**src/rtl/rom_arb_pkg.sv**
```systemverilog
// Shared types and constants for the ROM arbiter: FSM states, requester ids
// and the default ROM geometry / hang timeout.
package rom_arb_pkg;

    typedef enum logic [2:0] {
        IDLE,
        ISSUE,
        WAIT_LOW,
        WAIT_HIGH,
        DONE
    } state_t;

    localparam logic ID_F = 1'b0;
    localparam logic ID_D = 1'b1;

    localparam int DEFAULT_ROM_DEPTH = 4096;
    localparam int DEFAULT_TIMEOUT   = 15;

endpackage

```
**src/rtl/rom_arb_pick.sv**
```systemverilog
// Combinational winner selection between the fetch (F) and data (D) ports.
// With RR_EN set, a tie goes to the port that did not win last time;
// otherwise F always wins a tie.
module rom_arb_pick
    import rom_arb_pkg::*;
#(
    parameter int RR_EN = 1
) (
    input  logic f_req,
    input  logic d_req,
    input  logic last_grant,
    output logic grant_valid,
    output logic grant_id
);

    // Pick the winner for this cycle from the live requests and grant history
    always_comb begin
        grant_valid = f_req | d_req;
        grant_id    = ID_F;
        if (f_req && d_req) begin
            if ((RR_EN != 0) && (last_grant == ID_F)) begin
                grant_id = ID_D;
            end
        end else if (d_req) begin
            grant_id = ID_D;
        end
    end

endmodule

```
**src/rtl/rom_arbiter.sv**
```systemverilog
// Two-port arbiter and sequencer in front of the single-port ROM. Runs the
// cs / ready-low / ready-high handshake for the winning port, rejects
// out-of-range addresses without touching the ROM, aborts a hung ROM after
// TIMEOUT wait cycles, and returns the result as a one-cycle valid pulse.
module rom_arbiter
    import rom_arb_pkg::*;
#(
    parameter int ADDR_W    = 16,
    parameter int DATA_W    = 16,
    parameter int ROM_DEPTH = DEFAULT_ROM_DEPTH,
    parameter int TIMEOUT   = DEFAULT_TIMEOUT,
    parameter int RR_EN     = 1
) (
    input  logic              clk,
    input  logic              rst_n,
    input  logic              f_req,
    input  logic [ADDR_W-1:0] f_addr,
    output logic              f_valid,
    output logic [DATA_W-1:0] f_rdata,
    output logic              f_err,
    input  logic              d_req,
    input  logic [ADDR_W-1:0] d_addr,
    output logic              d_valid,
    output logic [DATA_W-1:0] d_rdata,
    output logic              d_err,
    output logic              rom_cs,
    output logic [ADDR_W-1:0] rom_address,
    input  logic              rom_ready,
    input  logic [DATA_W-1:0] rom_data,
    output logic              busy
);

    localparam int TMO_W = $clog2(TIMEOUT + 1);
    localparam logic [TMO_W-1:0]  TMO_LIMIT   = TMO_W'(TIMEOUT);
    localparam logic [ADDR_W:0]   DEPTH_LIMIT = (ADDR_W + 1)'(ROM_DEPTH);

    state_t            state_q, state_d;
    logic              id_q, id_d;
    logic              last_grant_q, last_grant_d;
    logic              err_pend_q, err_pend_d;
    logic              rom_cs_q, rom_cs_d;
    logic [ADDR_W-1:0] rom_address_q, rom_address_d;
    logic [TMO_W-1:0]  tmo_q, tmo_d;
    logic              busy_q, busy_d;
    logic              f_valid_q, f_valid_d;
    logic              f_err_q, f_err_d;
    logic [DATA_W-1:0] f_rdata_q, f_rdata_d;
    logic              d_valid_q, d_valid_d;
    logic              d_err_q, d_err_d;
    logic [DATA_W-1:0] d_rdata_q, d_rdata_d;

    logic              grant_valid;
    logic              grant_id;
    logic [ADDR_W-1:0] grant_addr;
    logic              addr_ok;
    logic [TMO_W-1:0]  tmo_inc;

    rom_arb_pick #(
        .RR_EN(RR_EN)
    ) u_pick (
        .f_req      (f_req),
        .d_req      (d_req),
        .last_grant (last_grant_q),
        .grant_valid(grant_valid),
        .grant_id   (grant_id)
    );

    assign grant_addr = (grant_id == ID_D) ? d_addr : f_addr;
    assign addr_ok    = ({1'b0, grant_addr} < DEPTH_LIMIT);
    assign tmo_inc    = tmo_q + 1'b1;

    // Next-state, handshake and result logic; valid/err pulse only out of DONE
    always_comb begin
        state_d       = state_q;
        id_d          = id_q;
        last_grant_d  = last_grant_q;
        err_pend_d    = err_pend_q;
        rom_cs_d      = rom_cs_q;
        rom_address_d = rom_address_q;
        tmo_d         = tmo_q;
        f_rdata_d     = f_rdata_q;
        d_rdata_d     = d_rdata_q;
        f_valid_d     = 1'b0;
        f_err_d       = 1'b0;
        d_valid_d     = 1'b0;
        d_err_d       = 1'b0;

        case (state_q)
            IDLE: begin
                tmo_d = '0;
                if (grant_valid) begin
                    id_d         = grant_id;
                    last_grant_d = grant_id;
                    if (addr_ok) begin
                        err_pend_d    = 1'b0;
                        rom_cs_d      = 1'b1;
                        rom_address_d = grant_addr;
                        state_d       = ISSUE;
                    end else begin
                        err_pend_d = 1'b1;
                        if (grant_id == ID_F) f_rdata_d = '0;
                        else                  d_rdata_d = '0;
                        state_d = DONE;
                    end
                end
            end
            ISSUE: begin
                rom_cs_d = 1'b0;
                state_d  = WAIT_LOW;
            end
            WAIT_LOW: begin
                tmo_d = tmo_inc;
                if (tmo_inc >= TMO_LIMIT) begin
                    err_pend_d = 1'b1;
                    if (id_q == ID_F) f_rdata_d = '0;
                    else              d_rdata_d = '0;
                    state_d = DONE;
                end else if (!rom_ready) begin
                    state_d = WAIT_HIGH;
                end
            end
            WAIT_HIGH: begin
                tmo_d = tmo_inc;
                if (rom_ready) begin
                    err_pend_d = 1'b0;
                    if (id_q == ID_F) f_rdata_d = rom_data;
                    else              d_rdata_d = rom_data;
                    state_d = DONE;
                end else if (tmo_inc >= TMO_LIMIT) begin
                    err_pend_d = 1'b1;
                    if (id_q == ID_F) f_rdata_d = '0;
                    else              d_rdata_d = '0;
                    state_d = DONE;
                end
            end
            DONE: begin
                f_valid_d  = (id_q == ID_F);
                f_err_d    = (id_q == ID_F) && err_pend_q;
                d_valid_d  = (id_q == ID_D);
                d_err_d    = (id_q == ID_D) && err_pend_q;
                err_pend_d = 1'b0;
                state_d    = IDLE;
            end
            default: begin
                state_d = IDLE;
            end
        endcase

        busy_d = (state_d != IDLE);
    end

    // State and output registers; reset abandons any transaction in flight
    always_ff @(posedge clk or negedge rst_n) begin
        if (!rst_n) begin
            state_q       <= IDLE;
            id_q          <= ID_F;
            last_grant_q  <= ID_D;
            err_pend_q    <= 1'b0;
            rom_cs_q      <= 1'b0;
            rom_address_q <= '0;
            tmo_q         <= '0;
            busy_q        <= 1'b0;
            f_valid_q     <= 1'b0;
            f_err_q       <= 1'b0;
            f_rdata_q     <= '0;
            d_valid_q     <= 1'b0;
            d_err_q       <= 1'b0;
            d_rdata_q     <= '0;
        end else begin
            state_q       <= state_d;
            id_q          <= id_d;
            last_grant_q  <= last_grant_d;
            err_pend_q    <= err_pend_d;
            rom_cs_q      <= rom_cs_d;
            rom_address_q <= rom_address_d;
            tmo_q         <= tmo_d;
            busy_q        <= busy_d;
            f_valid_q     <= f_valid_d;
            f_err_q       <= f_err_d;
            f_rdata_q     <= f_rdata_d;
            d_valid_q     <= d_valid_d;
            d_err_q       <= d_err_d;
            d_rdata_q     <= d_rdata_d;
        end
    end

    assign f_valid     = f_valid_q;
    assign f_err       = f_err_q;
    assign f_rdata     = f_rdata_q;
    assign d_valid     = d_valid_q;
    assign d_err       = d_err_q;
    assign d_rdata     = d_rdata_q;
    assign rom_cs      = rom_cs_q;
    assign rom_address = rom_address_q;
    assign busy        = busy_q;

endmodule

```
**config.mk**
```make
export PLATFORM = sky130hd
export DESIGN_NAME = rom_arbiter
export DESIGN_NICKNAME = d
export VERILOG_FILES = /design/src/rtl/rom_arb_pkg.sv /design/src/rtl/rom_arb_pick.sv /design/src/rtl/rom_arbiter.sv
export SDC_FILE = /design/constraint.sdc
export NUM_CORES = 1
export LEC_CHECK = 0
export CORE_AREA = 8 8 103 105
export CTS_BUF_LIST = sky130_fd_sc_hd__clkbuf_8
export DETAILED_ROUTE_END_ITERATION = 16
export DIE_AREA = 0 0 111 113
export SLEW_MARGIN = 15
export SYNTH_ARGS = -nofsm -noshare
export SYNTH_HDL_FRONTEND = slang
export SYNTH_SLANG_ARGS = --single-unit
export TNS_END_PERCENT = 50
```
**constraint.sdc**
```tcl
create_clock -name clk -period 6.1 [get_ports clk]
set_clock_uncertainty 0.1 [all_clocks]
set_input_delay 0.61 -clock clk [delete_from_list [all_inputs] [get_ports clk]]
set_output_delay 0.61 -clock clk [all_outputs]
set_load 0.05 [all_outputs]
```
### After elaboration in Yosys (flattened, before gate mapping)

Index checks and enable logic that the tools add are counted.

| word-level totals | value |
|---|---|
| logic and storage cells | 86 |
| output and inout bits | 54 |
| register bits | 64 |
| bits of input ports | 53 |

| cells by class | value |
|---|---|
| bitwise logic cells | 2 |
| $lt $le $gt $ge | 2 |
| reductions and logical operators | 16 |
| equal/unequal tests | 11 |
| muxes and demuxes | 40 |
| add/subtract/negate cells | 1 |

Operators with widths:

| kind | number |
|---|---|
| 16-bit two-way mux | 15 |
| 16-bit case mux with 3 select lines | 2 |
| 3-bit two-way mux | 6 |
| 16-bit by 13-bit less-than comparator with 1-bit output, second input constant | 1 |
| 1-bit two-way mux | 13 |
| 3-bit case mux with 4 select lines | 1 |
| 2-bit != test, second input constant | 5 |
| 5-bit AND reduction | 2 |
| 4-bit case mux with 2 select lines | 1 |
| 3-bit by 2-bit == test with 1-bit output, second input constant | 2 |
| 3-bit != test, second input constant | 2 |
| 3-bit AND reduction | 2 |
| 3-bit nonzero test | 2 |
| 4-bit by 1-bit adder with 4-bit output, second input constant | 1 |
| 4-bit greater-or-equal comparator, second input constant | 1 |
| 1-bit case mux with 4 select lines | 1 |
| 2-bit AND reduction | 2 |
| 2-bit nonzero test | 2 |
| 4-bit nonzero test | 1 |
| 3-bit by 1-bit == test with 1-bit output, second input constant | 1 |
| 3-bit == test, second input constant | 1 |
| 1-bit logical AND | 3 |
| 3-bit logical NOT | 1 |
| 1-bit case mux with 2 select lines | 1 |
| 3 further kinds | 3 |

### Logic depth before layout (Yosys ltp)

| logic depth | value |
|---|---|
| word-level depth | 8 |
| gate-level depth with buffers | 8 |
| mapped depth without buffers | 7 |

### Modules after synthesis

Synthesis repeated with hierarchy kept, for this count alone.

| unflattened totals | value |
|---|---|
| cells, all modules | 279 |
| area, all modules | 2901.5 um^2 |

By module, submodules not included:

| module | instances | area each (um^2) | cells an instance | sequential area each (um^2) |
|---|---|---|---|---|
| rom_arbiter | 1 | 2887.8 | 277 | 1602.8 |
| rom_arb_pick | 1 | 13.8 | 2 | 0.0 |

### Least setup slack after synthesis

OpenSTA, ideal clock, no wires.

| timing | value |
|---|---|
| path type | in2reg |
| from | in d_addr[13] |
| to | reg rom_address_q[12] (netlist: rom_address[12]) |
| setup time | 0.117 ns |
| data arrival time | 2.163 ns |
| buffers on the path | 1 |
| cell stages on the path | 5 |
| required time | 5.883 ns |
| slack | 3.720 ns |
| cells stage by stage | or4_4 mux2_4 or4_4 buf_6 and2_4 |

| between the ends | value |
|---|---|
| cells in the longest elaborated chain, start to end | 3 |

Ends and longest elaborated chain:

| element | line | text |
|---|---|---|
| start: declaration | rom_arbiter.sv:22 | `input logic [ADDR_W-1:0] d_addr,` |
| 16-bit two-way mux | rom_arbiter.sv:68 | `assign grant_addr = (grant_id == ID_D) ? d_addr : f_addr;` |
| 16-bit by 13-bit less-than comparator with 1-bit output | rom_arbiter.sv:69 | `assign addr_ok = ({1'b0, grant_addr} < DEPTH_LIMIT);` |
| 3-bit AND reduction (no source line) | n/a |  |
| end signal: assignment | rom_arbiter.sv:175 | `rom_address_q <= rom_address_d;` |
| end: declaration | rom_arbiter.sv:42 | `logic [ADDR_W-1:0] rom_address_q, rom_address_d;` |

No other way between the ends.
A chain may end at the register's enable or synchronous reset.

### Worst setup path in the final report

| timing | value |
|---|---|
| from | in d_req |
| to | reg rom_address_q[12] (netlist: rom_address[12]) |

| between the ends | value |
|---|---|
| cells in the longest elaborated chain, start to end | 5 |
| elaborated cells between the ends (all ways) | 7 |
| classes of those cells | order compare: 1; mux: 3; bitwise: 1; reduce/logical: 2 |

Ends and longest elaborated chain:

| element | line | text |
|---|---|---|
| start: declaration | rom_arbiter.sv:21 | `input logic d_req,` |
| 1-bit two-way mux / 1-bit logical AND (equally long branches) | rom_arb_pick.sv:24, rom_arb_pick.sv:20 |  |
| 1-bit two-way mux | rom_arb_pick.sv:20 | `if (f_req && d_req) begin` |
| 16-bit two-way mux | rom_arbiter.sv:68 |  |
| 16-bit by 13-bit less-than comparator with 1-bit output | rom_arbiter.sv:69 |  |
| 3-bit AND reduction (no source line) | n/a |  |

Several ways; a longest one is shown, not always the timed one.

==> results.txt <==
status -> complete, no violations
number of global-route vias before repair -> 2668
leakage power -> 2.03 nW
final instance area -> 4380 µm²
max-slew violation count -> 0
Hold/Removal Path Class -> input pin to asynchronous set/reset pin
syn avg cell area -> 11.1 µm²
unrepaired setup endpoints after global routing -> false
CP Data Required Time -> 6230 ps
post-cts hold buffer count -> 0
most frequent cells in the layout -> 105 x clkdlybuf4s50_1, 63 x dfrtp_1, 27 x nand2_1, 18 x a22o_1, 17 x a21o_1
worst-margin pin slew -> 1110 ps
FFs w/ async S/R, synth -> 100%
DIE AREA -> 12500 µm²
# H-tree levels -> 3
top post-synthesis cells by area -> dfrtp_1 52%, a22o_1 5.2%, a21o_1 4.2%
Final setup viols -> 0
clock root buffer -> clkbuf_8
TritonCTS clock tree -> yes
Placed Area -> 4180 µm²
FP Rows -> 35
DP HPWL -> 6.36 mm
max-cap violations -> 0
Cell Count, Final, Fillers Out -> 495
Post-CTS Setup Repair Bufs -> 0
Yosys top cell area share -> 51.8%
FF+latch count, synth -> 64
P_int -> 0.941 mW
antenna viol nets, final -> 0
GRT Util Overall -> 13.7%
WP data arrival -> 3180 ps
dpl cells -> 479
hold_ws -> 341 ps
sequential share of power -> 36.5%
Synth Instances -> 275
core area -> 8980 µm²
FF-to-FF setup slack -> 3400 ps
post-synthesis instance area -> 3040 µm²
total detailed-routing wirelength -> 8.79 mm
Sw Share -> 41.4%
clock-pin slew on the worst setup and hold paths -> 70 ps
Setup CP Type -> input pin to flip-flop
Via density -> 5.26
CP Capture Type -> flip-flop
Post-synth EDFFs -> 0
# diodes -> 0
Layout area overhead -> 44.0%
DRT iter0 DRCs -> 120
TNS Setup -> 0 ps
fin worst setup slack -> 3050 ps
final core occ -> 48.8%
Worst VDD drop -> 0.127 mV
Die Y -> 113 µm
Clock Power Share -> 22.7%
TritonCTS Buffers -> 9
NetSw -> 0.666 mW
grt total ovfl -> 0
layout cells sized above 1 -> 11.7%
first-pass GRT wire length -> 14.0 mm
Starting Density -> 33.9%
total number of vias -> 2604
IO buf count -> 106
Post-CTS Resized -> 0
fin crit share -> 50.0%
main flop type after synthesis -> dfrtp_1
Sink Count -> 64
syn nets -> 330
Skew-Pair Late Insertion Delay -> 330 ps
final hold violation count -> 0
area leader, netlist -> dfrtp_1
Ports -> 107
Fmax -> 328 MHz
chip width -> 111 µm
Overall Power -> 1.61 mW
first drt pass iteration count -> 4
# DRC -> 0
Post-Place Setup Slack -> 2670 ps
initial antenna violation count -> 0
RePlAce Congestion -> 0.785
Routed WL per cell -> 17.8 µm
crit path launch type -> input pin
Longest Clk Path Bufs -> 2
Yosys warning total -> 0
nets@finish -> 434
Cell Pwr Density -> 367 nW/µm²
Crit Path Max Fanout -> 30
min Tclk post-route -> 3050 ps
Slew headroom -> 25.8%
combinational share of power -> 40.8%
largest net degree at the start of global routing -> 65
register area share after synthesis -> 52.7%
most common cell after layout, fill and taps aside -> clkdlybuf4s50_1
count of different cell masters after synthesis -> 47
[cells by family (layout without fill, tap and decap cells)]
logic type	count (synthesis)	after routing	synth area share [%]
and+or+nand+nor	82	82	13.8
muxes	13	13	4.44
AOI/OAI and AO/OA	95	95	25.2
DFF	64	64	52.7
buffers and inverters	19	128	3.08
adders and majority gates	2	2	0.822
[worst max-delay path, cell delays in order]
cell,delay (ps)
clkdlybuf4s50_1,500
a21boi_2,800
mux2_4,380
or4_4,630
and2_4,240
[power groups by stage]
stage	sequential, mW	clock, mW	combinational (mW)
floorplan	0.777	0	0.234
global placement	0.592	0	0.656
detailed placement	0.593	0	0.664
CTS	0.587	0.375	0.664
global route	0.601	0.394	0.693
finish	0.587	0.365	0.655
[flip-flops by register name, indices dropped and copies added (netlist names)]
signal / cells
d_valid: 1
rom_address: 16
id_q: 1
tmo_q: 4
state_q: 3
busy: 1
rom_cs: 1
f_rdata: 16
last_grant_q: 1
f_valid: 1
f_err: 1
d_rdata: 16
d_err: 1
err_pend_q: 1
[synth_stat cells, types with 4 or more instances]
cell and n:
nor3_1 5, nand3_1 9, a21oi_1 5, clkbuf_1 11
nor2b_1 4, nor2_1 15, a21o_1 17, a22o_1 18
and2_4 4, inv_1 4, dfrtp_1 63, nand2_1 27
a221o_1 9, mux2i_1 12, o21ai_0 12, o21ai_2 12
o221ai_1 6
[final timing paths]
check | from | endpoint | depth (start not counted)
worst min register to register | rom_address[4] | rom_address[4] | 2
worst max-delay path | d_req | rom_address[12] | 5
min in group clk | rom_address[4] | rom_address[4] | 2
worst min-delay path | rst_n | rom_address[12] | 2
worst max register to register | tmo_q[0] | f_rdata[15] | 6
max in group asynchronous | rst_n | d_rdata[10] | 2
[final cells by class]
cell class	count	area, µm²
Multi-Input combinational cell	192	1360
Fill cell	854	4590
Tap cell	111	139
Clock inverter	5	47.5
Sequential cell	64	1600
Inverter	4	15.0
Clock buffer	11	151
Timing Repair Buffer	108	1070
[routing by layer]
metal / track usage (%) / wire length [µm] / up-vias
li1: - / - / 1238
met4: 5.95 / 111 / 0
met3: 3.33 / 473 / 7
met1: 16.1 / 3620 / 1290
met2: 23.4 / 4580 / 69
met5: 0 / 0 / -
Note: power is estimated with default switching activity, not from simulation.
